$ cat config.mk
export PLATFORM = sky130hd
export DESIGN_NAME = mult_div_unit_flat
export DESIGN_NICKNAME = d
export VERILOG_FILES = /design/src/rtl/mult_div_unit_pkg.sv /design/src/rtl/mult_div_unit_if.sv /design/src/rtl/mult_div_unit_div_restoring_step.sv /design/src/rtl/mult_div_unit.sv /design/src/flat_wrapper.sv
export SDC_FILE = /design/constraint.sdc
export NUM_CORES = 1
export LEC_CHECK = 0
export BUFFER_PORTS_ARGS = -buffer_cell sky130_fd_sc_hd__clkbuf_2
export CORE_UTILIZATION = 40
export DETAILED_ROUTE_END_ITERATION = 10
export SLEW_MARGIN = 20
export SYNTH_ARGS = -nofsm -noshare
export SYNTH_HDL_FRONTEND = slang
export SYNTH_HIERARCHICAL = 1
export SYNTH_SLANG_ARGS = --single-unit
$ cat constraint.sdc
create_clock -name clk -period 21.2 [get_ports clk]
set_input_delay 4.24 -clock clk [delete_from_list [all_inputs] [get_ports clk]]
set_output_delay 4.24 -clock clk [all_outputs]
set_load 0.02 [all_outputs]
$ cat src/rtl/mult_div_unit_pkg.sv
// Shared types for the multiply/divide unit: state encoding, op select, width.
// Ports: none (package).
package mult_div_unit_pkg;

  localparam int DEF_WIDTH = 32;

  typedef enum logic [2:0] {
    ST_IDLE,
    ST_MULT,
    ST_DIV,
    ST_FIX,
    ST_DONE
  } state_t;

  typedef enum logic [1:0] {
    OP_NONE,
    OP_MULT,
    OP_DIV,
    OP_DIVZ
  } op_t;

  // Multiply has priority when both starts are raised together.
  function automatic op_t pick_op(
    input logic ms,
    input logic ds,
    input logic bz
  );
    if (ms) return OP_MULT;
    if (ds) return bz ? OP_DIVZ : OP_DIV;
    return OP_NONE;
  endfunction

endpackage

$ cat src/rtl/mult_div_unit_if.sv
// Control-unit <-> mult/div handshake: starts, operands, HI/LO, status.
// master = control unit (drives starts/operands), slave = mult_div_unit.
interface mult_div_unit_if
  import mult_div_unit_pkg::*;
#(
  parameter int WIDTH = DEF_WIDTH
);
  logic             mult_start;
  logic             div_start;
  logic [WIDTH-1:0] A_in;
  logic [WIDTH-1:0] B_in;
  logic [WIDTH-1:0] HI_out;
  logic [WIDTH-1:0] LO_out;
  logic             busy;
  logic             done;
  logic             div_zero;

  modport master (
    output mult_start, div_start, A_in, B_in,
    input  HI_out, LO_out, busy, done, div_zero
  );

  modport slave (
    input  mult_start, div_start, A_in, B_in,
    output HI_out, LO_out, busy, done, div_zero
  );
endinterface

$ cat src/rtl/mult_div_unit_div_restoring_step.sv
// One restoring-division iteration on unsigned magnitudes.
// in: r (partial remainder), q (dividend/quotient), d (|divisor|); out: r_next, q_next.
module div_restoring_step #(
  parameter int WIDTH = 32
) (
  input  logic [WIDTH-1:0] r,
  input  logic [WIDTH-1:0] q,
  input  logic [WIDTH-1:0] d,
  output logic [WIDTH-1:0] r_next,
  output logic [WIDTH-1:0] q_next
);
  logic [WIDTH:0] r_sh;
  logic [WIDTH:0] trial;

  // One extra bit so the trial subtraction sign is exact
  // even when |divisor| is 2^(WIDTH-1).
  assign r_sh  = {r, q[WIDTH-1]};
  assign trial = r_sh - {1'b0, d};

  always_comb begin
    r_next = r_sh[WIDTH-1:0];
    q_next = {q[WIDTH-2:0], 1'b0};
    if (!trial[WIDTH]) begin
      r_next = trial[WIDTH-1:0];
      q_next = {q[WIDTH-2:0], 1'b1};
    end
  end
endmodule

$ cat src/rtl/mult_div_unit.sv
// Multicycle signed multiply (radix-2 Booth) / divide (restoring) for HI/LO.
// Ports: clk, reset (async, active-high), bus (slave side of mult_div_unit_if).
module mult_div_unit
  import mult_div_unit_pkg::*;
#(
  parameter int WIDTH = DEF_WIDTH
) (
  input  logic           clk,
  input  logic           reset,
  mult_div_unit_if.slave bus
);
  state_t           state;
  logic [4:0]       cnt;
  logic [WIDTH:0]   acc;
  logic [WIDTH-1:0] q_reg;
  logic             q1;
  logic [WIDTH-1:0] m;
  logic [WIDTH-1:0] r;
  logic [WIDTH-1:0] d;
  logic             a_neg;
  logic             b_neg;
  logic [WIDTH-1:0] hi;
  logic [WIDTH-1:0] lo;
  logic             busy;
  logic             done;
  logic             dz;

  op_t              op;
  logic [WIDTH-1:0] a_abs;
  logic [WIDTH-1:0] b_abs;
  logic [WIDTH:0]   m_ext;
  logic [WIDTH:0]   b_sum;
  logic [WIDTH:0]   acc_nx;
  logic [WIDTH-1:0] qm_nx;
  logic [WIDTH-1:0] r_nx;
  logic [WIDTH-1:0] qd_nx;
  logic [WIDTH-1:0] q_fix;
  logic [WIDTH-1:0] r_fix;
  logic             last;

  assign op = pick_op(bus.mult_start, bus.div_start,
                      bus.B_in == '0);

  assign a_abs = bus.A_in[WIDTH-1] ? -bus.A_in : bus.A_in;
  assign b_abs = bus.B_in[WIDTH-1] ? -bus.B_in : bus.B_in;
  assign last  = (cnt == 5'(WIDTH - 1));

  // Accumulator carries one guard bit so that subtracting the
  // most negative multiplicand cannot overflow.
  assign m_ext = {m[WIDTH-1], m};

  always_comb begin
    unique case ({q_reg[0], q1})
      2'b01:   b_sum = acc + m_ext;
      2'b10:   b_sum = acc - m_ext;
      default: b_sum = acc;
    endcase
  end

  assign acc_nx = {b_sum[WIDTH], b_sum[WIDTH:1]};
  assign qm_nx  = {b_sum[0], q_reg[WIDTH-1:1]};

  div_restoring_step #(
    .WIDTH (WIDTH)
  ) u_div_step (
    .r      (r),
    .q      (q_reg),
    .d      (d),
    .r_next (r_nx),
    .q_next (qd_nx)
  );

  assign q_fix = (a_neg ^ b_neg) ? -q_reg : q_reg;
  assign r_fix = a_neg ? -r : r;

  always_ff @(posedge clk or posedge reset) begin
    if (reset) begin
      state <= ST_IDLE;
      cnt   <= '0;
      acc   <= '0;
      q_reg <= '0;
      q1    <= 1'b0;
      m     <= '0;
      r     <= '0;
      d     <= '0;
      a_neg <= 1'b0;
      b_neg <= 1'b0;
      hi    <= '0;
      lo    <= '0;
      busy  <= 1'b0;
      done  <= 1'b0;
      dz    <= 1'b0;
    end else begin
      unique case (state)
        ST_IDLE: begin
          unique case (op)
            OP_MULT: begin
              acc   <= '0;
              q_reg <= bus.A_in;
              q1    <= 1'b0;
              m     <= bus.B_in;
              cnt   <= '0;
              busy  <= 1'b1;
              state <= ST_MULT;
            end
            OP_DIV: begin
              r     <= '0;
              q_reg <= a_abs;
              d     <= b_abs;
              a_neg <= bus.A_in[WIDTH-1];
              b_neg <= bus.B_in[WIDTH-1];
              cnt   <= '0;
              busy  <= 1'b1;
              state <= ST_DIV;
            end
            OP_DIVZ: begin
              done  <= 1'b1;
              dz    <= 1'b1;
              state <= ST_DONE;
            end
            default: ;
          endcase
        end
        ST_MULT: begin
          acc   <= acc_nx;
          q_reg <= qm_nx;
          q1    <= q_reg[0];
          cnt   <= cnt + 5'd1;
          if (last) begin
            hi    <= acc_nx[WIDTH-1:0];
            lo    <= qm_nx;
            busy  <= 1'b0;
            done  <= 1'b1;
            state <= ST_DONE;
          end
        end
        ST_DIV: begin
          r     <= r_nx;
          q_reg <= qd_nx;
          cnt   <= cnt + 5'd1;
          if (last) state <= ST_FIX;
        end
        ST_FIX: begin
          lo    <= q_fix;
          hi    <= r_fix;
          busy  <= 1'b0;
          done  <= 1'b1;
          state <= ST_DONE;
        end
        ST_DONE: begin
          done  <= 1'b0;
          dz    <= 1'b0;
          state <= ST_IDLE;
        end
        default: state <= ST_IDLE;
      endcase
    end
  end

  assign bus.HI_out   = hi;
  assign bus.LO_out   = lo;
  assign bus.busy     = busy;
  assign bus.done     = done;
  assign bus.div_zero = dz;
endmodule
$ cat src/flat_wrapper.sv
// flat-port wrapper written by rule: the top's interface ports become plain ports
module mult_div_unit_flat import mult_div_unit_pkg::*;
#(
  parameter int WIDTH = DEF_WIDTH
)
  (clk, reset, bus_mult_start, bus_div_start, bus_A_in, bus_B_in, bus_HI_out, bus_LO_out, bus_busy, bus_done, bus_div_zero);
  mult_div_unit_if #(.WIDTH(WIDTH)) bus_i ();
  input  logic clk;
  input  logic reset;
  input wire logic [$bits(bus_i.mult_start)-1:0] bus_mult_start;
  input wire logic [$bits(bus_i.div_start)-1:0] bus_div_start;
  input wire logic [$bits(bus_i.A_in)-1:0] bus_A_in;
  input wire logic [$bits(bus_i.B_in)-1:0] bus_B_in;
  output wire logic [$bits(bus_i.HI_out)-1:0] bus_HI_out;
  output wire logic [$bits(bus_i.LO_out)-1:0] bus_LO_out;
  output wire logic [$bits(bus_i.busy)-1:0] bus_busy;
  output wire logic [$bits(bus_i.done)-1:0] bus_done;
  output wire logic [$bits(bus_i.div_zero)-1:0] bus_div_zero;
  assign bus_i.mult_start = bus_mult_start;
  assign bus_i.div_start = bus_div_start;
  assign bus_i.A_in = bus_A_in;
  assign bus_i.B_in = bus_B_in;
  assign bus_HI_out = bus_i.HI_out;
  assign bus_LO_out = bus_i.LO_out;
  assign bus_busy = bus_i.busy;
  assign bus_done = bus_i.done;
  assign bus_div_zero = bus_i.div_zero;
  mult_div_unit #(.WIDTH(WIDTH)) u_core (.clk(clk), .reset(reset), .bus(bus_i));
endmodule
==> flow_summary.toml, run 1 <==
[clocking]
clkLatencyLatePin_ps = 590
cts_resized = 0
clkSinkCount = 238
cts_root_buf = "clkbuf_16"
tritoncts = "done"
clockBufferDepth = 3
cts.clk_slew.worst_paths_ps = 60
cts_inserted_buffers = 29
hold_buffers = 0
htree_levels = 1
post-cts-setup-buffers = 0

[sta]
skew_ps = 15.4
max_slew_margin_pct = 30.3
period_needed_ps = 7830
tns_ps = 0
fmax_ghz = 0.128
tightest_slew_ps = 1050
finalCritPeriodShare_pct = 36.9
setup_viol = 0
rsz0062_at_grt = "no"
drv_slew = 0
hold_violations = 0

[floorplan]
coreArea_sq_um = 43500
die_w_um = 213
ios = 135
start_util_pct = 40.8
die_area_sq_um = 45200
rows = 76
die_h_um = 213

[min_path]
hp-start = "u_core/bus.LO_out[14]$_DFFE_PP0P_"
hold_class = "reg -> reg"

[drt]
drt_iter0_drc = 1178
firstDrtPassIters = 5
dr_total_vias = 15800
antenna_left = 0
drc_errors = 0
drt_wl_total_um = 54200
routedWlPerCell_um = 19.7
routed_via_density = 5.74

[synthesis]
async_flop_share_pct = 100
synth_area_sq_um = 17700
yosysWarnings = 6
ys_ff_latch = 238
synth_nets = 2256
synthTopCellsByArea = "dfrtp_1, nand2_1, ha_1, xor2_1, a21oi_1"
synth_top_area_share_pct = 33.6
ys_seq_area_share_pct = 33.6
ys_types = 101
synth_edf_count = 0
syn_inst = 2110
synth_ff_type = "dfrtp_1"
yosysTopAreaCell = "dfrtp_1"
syn_avg_cell_area_sq_um = 8.41

[worst_setup_path]
crit_arrival_ps = 8340
path_delay_family = "simple AND/OR/NAND/NOR gates"
critPathBufInv = 4
crit_start = "bus_B_in[6]"
worstPathRequired_ps = 21710
end_kind = "flip-flop"
slowest_stage = "or4_4"
startpoint_type = "primary input"
reg2reg_from = "u_core/m[10]$_DFFE_PP0P_"
max_stage_delay_ps = 570
path_class = "in -> reg"
cp_cell_sequence = "clkbuf_2 -> or4_4 -> or4_4 -> nand2b_4 -> or3_4 -> o21bai_1 -> inv_1 -> ha_1 -> and3_2 -> buf_4 -> nor2_2 -> buf_4 -> a22o_1"
cp_max_fo = 66

[global_routing]
grtUsageMet2_pct = 39.4
track_usage_pct = 23.9
busiest_layer = "met2"
grt_max_degree = 109
grt_pass1_wl_um = 84900
gr-usage-met3_pct = 2.76
grt_overflow = 0
grt_pass1_vias = 15100
antenna_found_initial = 0
grtUsageMet1_pct = 32.1

[power]
cellLeakagePower_nw = 9.07
combPwrFrac_pct = 58.8
internal-power_mw = 1.72
sequentialPowerShare_pct = 25.5
power_switching_mw = 1.65
switching_share_pct = 49.0
power_density_nw_per_um2 = 173
ir_drop_uv = 89.2
p_clk_share_pct = 15.6

[flow_run]
drv_cap = 0

[place]
hpwlAfterDp_um = 40000
gp_congestion = 0.916
dpl_cell_area_sq_um = 18500
port_buffers = 134

[layout]
drive_gt1_share_pct = 13.4
multi_input_area_sq_um = 10800
post-route-util_pct = 45.0
fillCellCount = 4325
final_net_count = 2286
diodes = 0
stdcell_area_sq_um = 19500
syn_to_final_growth_pct = 10.2
register_area_sq_um = 5960

[run_status]
status = "finished clean"
[Yosys cell counts (all sizes together) (9+ instances only)]
cell type  instances
xnor2             89
o21ai            164
o31ai             36
nor2b             13
clkbuf            98
or4               11
o21a              11
mux2              28
or3               18
nor4              17
o41ai             14
a21oi            175
nand4             12
dfrtp            238
a21o              51
buf               52
nor2             191
nand2b            20
a31oi             23
nor3              41
and3              15
a22o              60
inv               68
and2               9
a221oi            31
nand2            265
nor3b             10
xor2             107
mux2i             10
o22ai             31
ha                76
nand3             27
[cells by family (layout without fill, tap and decap cells)]
family	after synthesis	count (layout)	synth area share, %
AO/OA/AOI/OAI	669	669	24.7
flip-flops	238	238	33.6
XOR/XNOR	196	196	9.67
adder cells (fa/ha/maj)	78	78	5.58
buffers and inverters	221	274	6.02
AND/OR/NAND/NOR	670	670	17.6
multiplexers	38	38	2.81
[area by class of cell]
class	instances	area share [%]
Inverter	69	1.40
Tap cell	585	3.74
Clock inverter	13	0.794
Multi-Input combinational cell	1651	55.1
Timing Repair Buffer	151	4.10
Sequential cell	238	30.5
Clock buffer	41	4.35
[worst paths after layout]
path | to | slack, ps | cells after the start
max | u_core/r[4]$_DFFE_PP0P_ | 13370 | 13
min | u_core/bus.LO_out[14]$_DFFE_PP0P_ | 480 | 2
max reg2reg | u_core/bus.HI_out[31]$_DFFE_PP0P_ | 16360 | 17
min reg2reg | u_core/bus.LO_out[14]$_DFFE_PP0P_ | 480 | 2
max in group asynchronous | u_core/bus.HI_out[1]$_DFFE_PP0P_ | 15460 | 4
min in group asynchronous | u_core/cnt[1]$_DFFE_PP0P_ | 3770 | 2
[placed cells by master (no fill, tap or decap), types with 6 or more instances in the layout]
cell type / instances
a21o_1: 50
a21oi_1: 173
a221oi_1: 30
a22o_1: 60
a31oi_1: 23
and2_1: 7
and3_1: 13
buf_4: 16
clkbuf_16: 29
clkbuf_2: 134
clkbuf_8: 8
clkinv_2: 9
dfrtp_1: 237
ha_1: 76
inv_1: 65
mux2_2: 9
mux2_4: 19
mux2i_1: 9
nand2_1: 264
nand2b_1: 19
nand3_1: 26
nand4_1: 12
nor2_1: 184
nor2b_1: 13
nor3_1: 39
nor3b_1: 9
nor4_1: 13
o211ai_1: 8
o21a_1: 11
o21ai_0: 158
o21ai_1: 6
o21bai_1: 6
o22ai_1: 31
o31ai_1: 34
o41ai_1: 11
or3_1: 16
or4_1: 6
xnor2_1: 89
xor2_1: 106
[power by group through the flow]
stage          logic [mW]  registers, mW  clock network, mW
3_3_place_gp         1.94          0.862                  0
5_1_grt              2.21          0.884              0.555
4_1_cts              1.98          0.859              0.538
6_report             1.99          0.862              0.528
2_1_floorplan        1.51          0.822                  0
3_5_place_dp         1.97          0.866                  0
[through the flow]
stage	std cells	power, mW	setup slack, ps	hold WS [ps]
2_1_floorplan	2110	2.33	10430	450
3_3_place_gp	2694	2.80	12910	461
3_5_place_dp	2694	2.83	12810	470
4_1_cts	2748	3.37	13430	483
5_1_grt	2748	3.64	13210	511
6_report	2748	3.38	13370	475
[routing by layer]
| metal | wire length [um] | part of all wire (%) |
|---|---|---|
| met1 | 24500 | 45 |
| met2 | 25100 | 46 |
| met3 | 2510 | 4.6 |
| met4 | 2070 | 3.8 |
| met5 | 0 | 0 |
[worst register-to-register path, stage by stage (launching register included)]
cell and delay (ps):
dfrtp_1 420, nor3_1 240, nand2b_1 150, nor4_2 410
and3_1 360, nand2_1 110, nor3_1 450, a21oi_1 170
xnor2_1 190, ha_1 440, nand2_1 110, nor2_1 150
nand2_1 70, nor3b_1 390, o211ai_1 200, a211o_1 320
and4_1 200, or3_1 360
(Power assumes the default switching activity.)
==> run 2: changes to the inputs <==
--- a/config.mk
+++ b/config.mk
@@ -5,6 +5,7 @@
 export SDC_FILE = /design/constraint.sdc
 export NUM_CORES = 1
 export LEC_CHECK = 0
+export ABC_AREA = 1
 export BUFFER_PORTS_ARGS = -buffer_cell sky130_fd_sc_hd__clkbuf_2
 export CORE_UTILIZATION = 40
 export DETAILED_ROUTE_END_ITERATION = 10
==> constraint.sdc (replaced) <==
create_clock -name clk -period 6.4 [get_ports clk]
set_input_delay 1.28 -clock clk [delete_from_list [all_inputs] [get_ports clk]]
set_output_delay 1.28 -clock clk [all_outputs]
set_load 0.02 [all_outputs]
==> run 2 against run 1 <==
Against the previous run:
- via count rose by 34%
- highest routed layer is now met5
- sequential share of layout area fell by 3.4 points
- critical endpoint is now u_core/bus.HI_out[19]$_DFFE_PP0P_
- die area rose by 13%
- global-route usage rose by 5.8 points
- area after synthesis rose by 13%
==> flow_summary.toml, run 2 <==
[place]
gp_congestion = 0.976
hpwlAfterDp_um = 59700
port_buffers = 134
preCtsSetupSlack_ps = 1800

[sta]
finalWorstSetupSlack_ps = 1880
rsz0062_at_grt = "no"
tightest_slew_ps = 1120
skew_ps = 19.3
max_slew_margin_pct = 25.2
drv_slew = 0
whs_ps = 473
tns_ps = 0
period_needed_ps = 4520
hold_violations = 0
finalCritPeriodShare_pct = 70.7
fmax_ghz = 0.221
setup_viol = 0

[worst_setup_path]
worstReg2RegEnd = "u_core/bus.HI_out[19]$_DFFE_PP0P_"
worstPathRequired_ps = 6870
end_kind = "flip-flop"
cp_cell_sequence = "ha_1 -> inv_1 -> nand2_1 -> o21ai_0 -> xor2_1 -> inv_1 -> ha_1 -> nand2_1 -> inv_1 -> a21oi_1 -> nand2_1 -> a21oi_1 -> o21ai_0 -> or2_2 -> nand3_1 -> nand3_1 -> nand2_1 -> nand2_1"
crit_start = "u_core/q_reg[0]$_DFFE_PP0P_"
r2r_setup_slack_ps = 1880
crit_arrival_ps = 5000
path_delay_family = "simple AND/OR/NAND/NOR gates"
reg2reg_from = "u_core/q_reg[0]$_DFFE_PP0P_"
cp_max_fo = 19
startpoint_type = "flip-flop"
path_class = "reg -> reg"
max_stage_delay_ps = 630
crit_path_frequent_cell = "nand2_1"
critPathBufInv = 3
slowest_stage = "ha_1"
r2r_cells = 18

[clocking]
cts.clk_slew.worst_paths_ps = 70
cts_resized = 0
clkSinkCount = 238
htree_levels = 1
cts_inserted_buffers = 30
hold_buffers = 0
cts_root_buf = "clkbuf_16"
tritoncts = "done"
clockBufferDepth = 3
post-cts-setup-buffers = 0
clkLatencyLatePin_ps = 590

[synthesis]
ys_seq_area_share_pct = 29.8
yosysMostFrequentCell = "nand2_1"
syn_inst = 3186
ys_ff_latch = 238
yosysWarnings = 6
synth_top_area_share_pct = 29.8
synthTopCellsByArea = "dfrtp_1, nand2_1, inv_1, nor2_1, o21ai_0"
ys_types = 52
syn_avg_cell_area_sq_um = 6.28
synth_ff_type = "dfrtp_1"
synth_edf_count = 0
yosysTopAreaCell = "dfrtp_1"
async_flop_share_pct = 100
synthTopCellsByCount = "nand2_1, inv_1, nor2_1"
synth_nets = 3332
synth_area_sq_um = 20000

[floorplan]
die_area_sq_um = 50900
start_util_pct = 40.7
die_w_um = 226
die_h_um = 226
ios = 135
coreArea_sq_um = 49200
rows = 81

[drt]
routedWlPerCell_um = 19.4
antenna_left = 0
firstDrtPassIters = 6
drt_iter0_drc = 2440
routed_via_density = 5.40
drt_wl_total_um = 76300
drc_errors = 0
dr_total_vias = 21200

[min_path]
hp-start = "u_core/bus.HI_out[1]$_DFFE_PP0P_"
hold_class = "reg -> reg"
worstHoldPathCells = 2
whs_endpoint = "u_core/bus.HI_out[1]$_DFFE_PP0P_"

[run_status]
status = "finished clean"

[layout]
drive_gt1_share_pct = 7.67
layout.cells.most_common = "nand2_1"
final_net_count = 3383
post-route-util_pct = 44.8
layout_common_cells = "nand2_1, inv_1, nor2_1"
diodes = 0
syn_to_final_growth_pct = 10.1

[flow_run]
drv_cap = 0

[global_routing]
antenna_found_initial = 3
grt_overflow = 0
grt_pass1_vias = 19100
grt_max_degree = 136
grt_pass1_wl_um = 116000
track_usage_pct = 29.7
-- run 2: worst max-delay path by stage --
stage / endpoint / slack, ps / depth (start not counted)
after global routing: u_core/bus.HI_out[19]$_DFFE_PP0P_ / 1590 / 18
final: u_core/bus.HI_out[19]$_DFFE_PP0P_ / 1880 / 18
after CTS: u_core/bus.HI_out[19]$_DFFE_PP0P_ / 2000 / 18
after detailed placement: u_core/bus.LO_out[22]$_DFFE_PP0P_ / 1800 / 18
after global placement: u_core/bus.LO_out[22]$_DFFE_PP0P_ / 1790 / 18
after floorplan: u_core/a_neg$_DFFE_PP0P_ / 2000 / 1
-- run 2: metrics by stage --
stage / instance area [sq um] / cells
2_1_floorplan: 20000 / 3186
4_1_cts: 22000 / 3925
3_5_place_dp: 21000 / 3869
6_report: 22000 / 3925
5_1_grt: 22000 / 3925
3_3_place_gp: 21000 / 3869
-- run 2: kinds of logic after synthesis --
kind of cell | count (synthesis) | share of synthesized area, %
AND/OR/NAND/NOR | 1706 | 35.1
buffers and inverters | 564 | 11.6
AO/OA/AOI/OAI | 511 | 14.7
flip-flops | 238 | 29.8
XOR/XNOR | 89 | 3.90
adder cells (fa/ha/maj) | 78 | 4.95
-- run 2: worst min-delay path, cell delays in order (launching register included) --
cell and delay (ps):
dfrtp_1 340, nand2_1 50, nand2_1 50
-- run 2: routing by layer --
metal	part of all wire, %	up-vias	global-route usage [%]
met5	0.017	-	0
met4	2.3	2	6.96
met3	7.7	103	4.41
met2	41	843	42.0
met1	49	9961	46.5
li1	-	10300	-
-- run 2: layout make-up --
| class | count | area [sq um] |
|---|---|---|
| clock buffers | 35 | 800 |
| clock inverters | 21 | 269 |
| fillers | 5268 | 27100 |
| inverters | 433 | 1630 |
| multi-input cells | 2384 | 11700 |
| flip-flops and latches | 238 | 5960 |
| well taps | 664 | 831 |
| repair buffers | 150 | 803 |
Power of run 2 is not shown: default switching activity piles up to over one toggle a cycle in this logic, so the estimate is an artifact.
==> run 3: changes to the inputs <==
==> constraint.sdc (replaced) <==
create_clock -name clk -period 4.39 [get_ports clk]
set_input_delay 0.878 -clock clk [delete_from_list [all_inputs] [get_ports clk]]
set_output_delay 0.878 -clock clk [all_outputs]
set_load 0.02 [all_outputs]
==> run 3 against run 2 <==
Against the previous run:
- global-route usage is 0.12 points higher
- sequential cell count stayed put
- clock skew increased by 0.55 ps
- fmax up 13%
- via count grew 0.84%
- register-to-register slack worse by 1500 ps
- wire length about the same
- sequential share of layout area down 0.25 points
- highest routed layer is now met4
- final cell count up 0.84%
==> flow_summary.toml, run 3 (synthesized netlist as in run 2, its figures left out) <==
[drt]
drc_errors = 0
routedWlPerCell_um = 19.3
routed_via_density = 5.40
antenna_left = 0
drt_wl_total_um = 76400
drt_iter0_drc = 2218
dr_total_vias = 21400
firstDrtPassIters = 6

[clocking]
clockBufferDepth = 3
cts_inserted_buffers = 30
clkLatencyLatePin_ps = 600
tritoncts = "done"
cts_resized = 0
cts_root_buf = "clkbuf_16"
cts.clk_slew.worst_paths_ps = 60
clkSinkCount = 238
post-cts-setup-buffers = 0
hold_buffers = 0
htree_levels = 1

[sta]
finalCritPeriodShare_pct = 91.3
fmax_ghz = 0.250
hold_violations = 0
drv_slew = 0
max_slew_margin_pct = 36.4
tns_ps = 0
setup_viol = 0
finalWorstSetupSlack_ps = 383
skew_ps = 19.8
period_needed_ps = 4010
tightest_slew_ps = 953
rsz0062_at_grt = "no"

[layout]
syn_to_final_growth_pct = 11.1
layout.cells.most_common = "nand2_1"
layout_common_cells = "nand2_1, inv_1, nor2_1"
finalNonFillerCells = 3958
drive_gt1_share_pct = 8.47
multi_input_area_sq_um = 11700
final_net_count = 3421
fillCellCount = 5228
diodes = 0
register_area_sq_um = 5960

[worst_setup_path]
end_kind = "flip-flop"
cp_cell_sequence = "inv_1 -> nand3_1 -> nor3_1 -> nand2_1 -> nor2_1 -> nand3_1 -> inv_1 -> a21oi_1 -> xor2_1 -> inv_1 -> ha_1 -> nand2_1 -> nor2_1 -> inv_1 -> nor3_1 -> nand2_1 -> nand2_1 -> nand2_1 -> nand3b_1 -> nand3_1 -> nand2_1 -> nand2_1 -> o21ai_0"
max_stage_delay_ps = 460
path_class = "reg -> reg"
path_delay_family = "simple AND/OR/NAND/NOR gates"
crit_arrival_ps = 4510
crit_path_frequent_cell = "nand2_1"
startpoint_type = "flip-flop"
worstPathRequired_ps = 4890
slowest_stage = "dfrtp_1"
critPathBufInv = 4
cp_max_fo = 5

[floorplan]
ios = 135
start_util_pct = 40.7
die_area_sq_um = 50900
die_h_um = 226
die_w_um = 226
coreArea_sq_um = 49200
rows = 81

[place]
dpl.cell_count = 3907
preCtsSetupSlack_ps = 356
gp_congestion = 0.967
hpwlAfterDp_um = 60800
port_buffers = 134

[global_routing]
antenna_found_initial = 0
grt_pass1_vias = 19200
track_usage_pct = 29.8
grt_max_degree = 84
grt_pass1_wl_um = 116000
grt_overflow = 0

[flow_run]
drv_cap = 0

[run_status]
status = "finished clean"

[min_path]
hold_class = "in -> async"
[run 3: cell count changes in the layout (fill, tap and decap cells not counted), sizes merged]
cell	change
buf	+38
bufinv	-4
clkinv	-3
clkinvlp	-4
inv	-2
clkbuf	+8
[run 3: metal layers]
metal  GRT usage [%]  up-vias  wire, um
met5               0        -         0
li1                -    10400         -
met3            4.42       87      6640
met4            7.37        0      1720
met1            47.8    10000     37700
met2            40.6      882     30300
[run 3: worst paths after layout]
path,from,endpoint,slack (ps),depth (start not counted)
min in group clk,u_core/bus.LO_out[31]$_DFFE_PP0P_,u_core/bus.LO_out[31]$_DFFE_PP0P_,480,2
max in group asynchronous,reset,u_core/bus.LO_out[3]$_DFFE_PP0P_,3010,3
max reg2reg,u_core/m[0]$_DFFE_PP0P_,u_core/acc[30]$_DFFE_PP0P_,380,23
max,u_core/m[0]$_DFFE_PP0P_,u_core/acc[30]$_DFFE_PP0P_,380,23
min reg2reg,u_core/bus.LO_out[31]$_DFFE_PP0P_,u_core/bus.LO_out[31]$_DFFE_PP0P_,480,2
min,reset,u_core/r[22]$_DFFE_PP0P_,430,2
[run 3: worst register-to-register path, stage by stage (launching register included)]
cell	delay [ps]
dfrtp_1	460
inv_1	130
nand3_1	110
nor3_1	200
nand2_1	110
nor2_1	190
nand3_1	180
inv_1	140
a21oi_1	80
xor2_1	170
inv_1	130
ha_1	390
nand2_1	140
nor2_1	140
inv_1	110
nor3_1	150
nand2_1	80
nand2_1	230
nand2_1	110
nand3b_1	90
nand3_1	80
nand2_1	80
nand2_1	180
o21ai_0	230
[run 3: cell type report]
class                           instances  share of cell area (%)
Clock inverter                          8                   0.355
Multi-Input combinational cell       2384                    52.8
Sequential cell                       238                    26.8
Timing Repair Buffer                  188                    5.07
Clock buffer                           43                    3.91
Inverter                              433                    7.34
Tap cell                              664                    3.74
[run 3: metrics by stage]
step           instance area, sq um  util [%]  hold WS (ps)
2_1_floorplan                 20000         -           449
3_3_place_gp                  21300      43.3           464
3_5_place_dp                  21300      43.3           466
4_1_cts                       22200      45.2           419
5_1_grt                       22200      45.2           465
6_report                      22200      45.2           433
Power of run 3 is left out for the same reason.
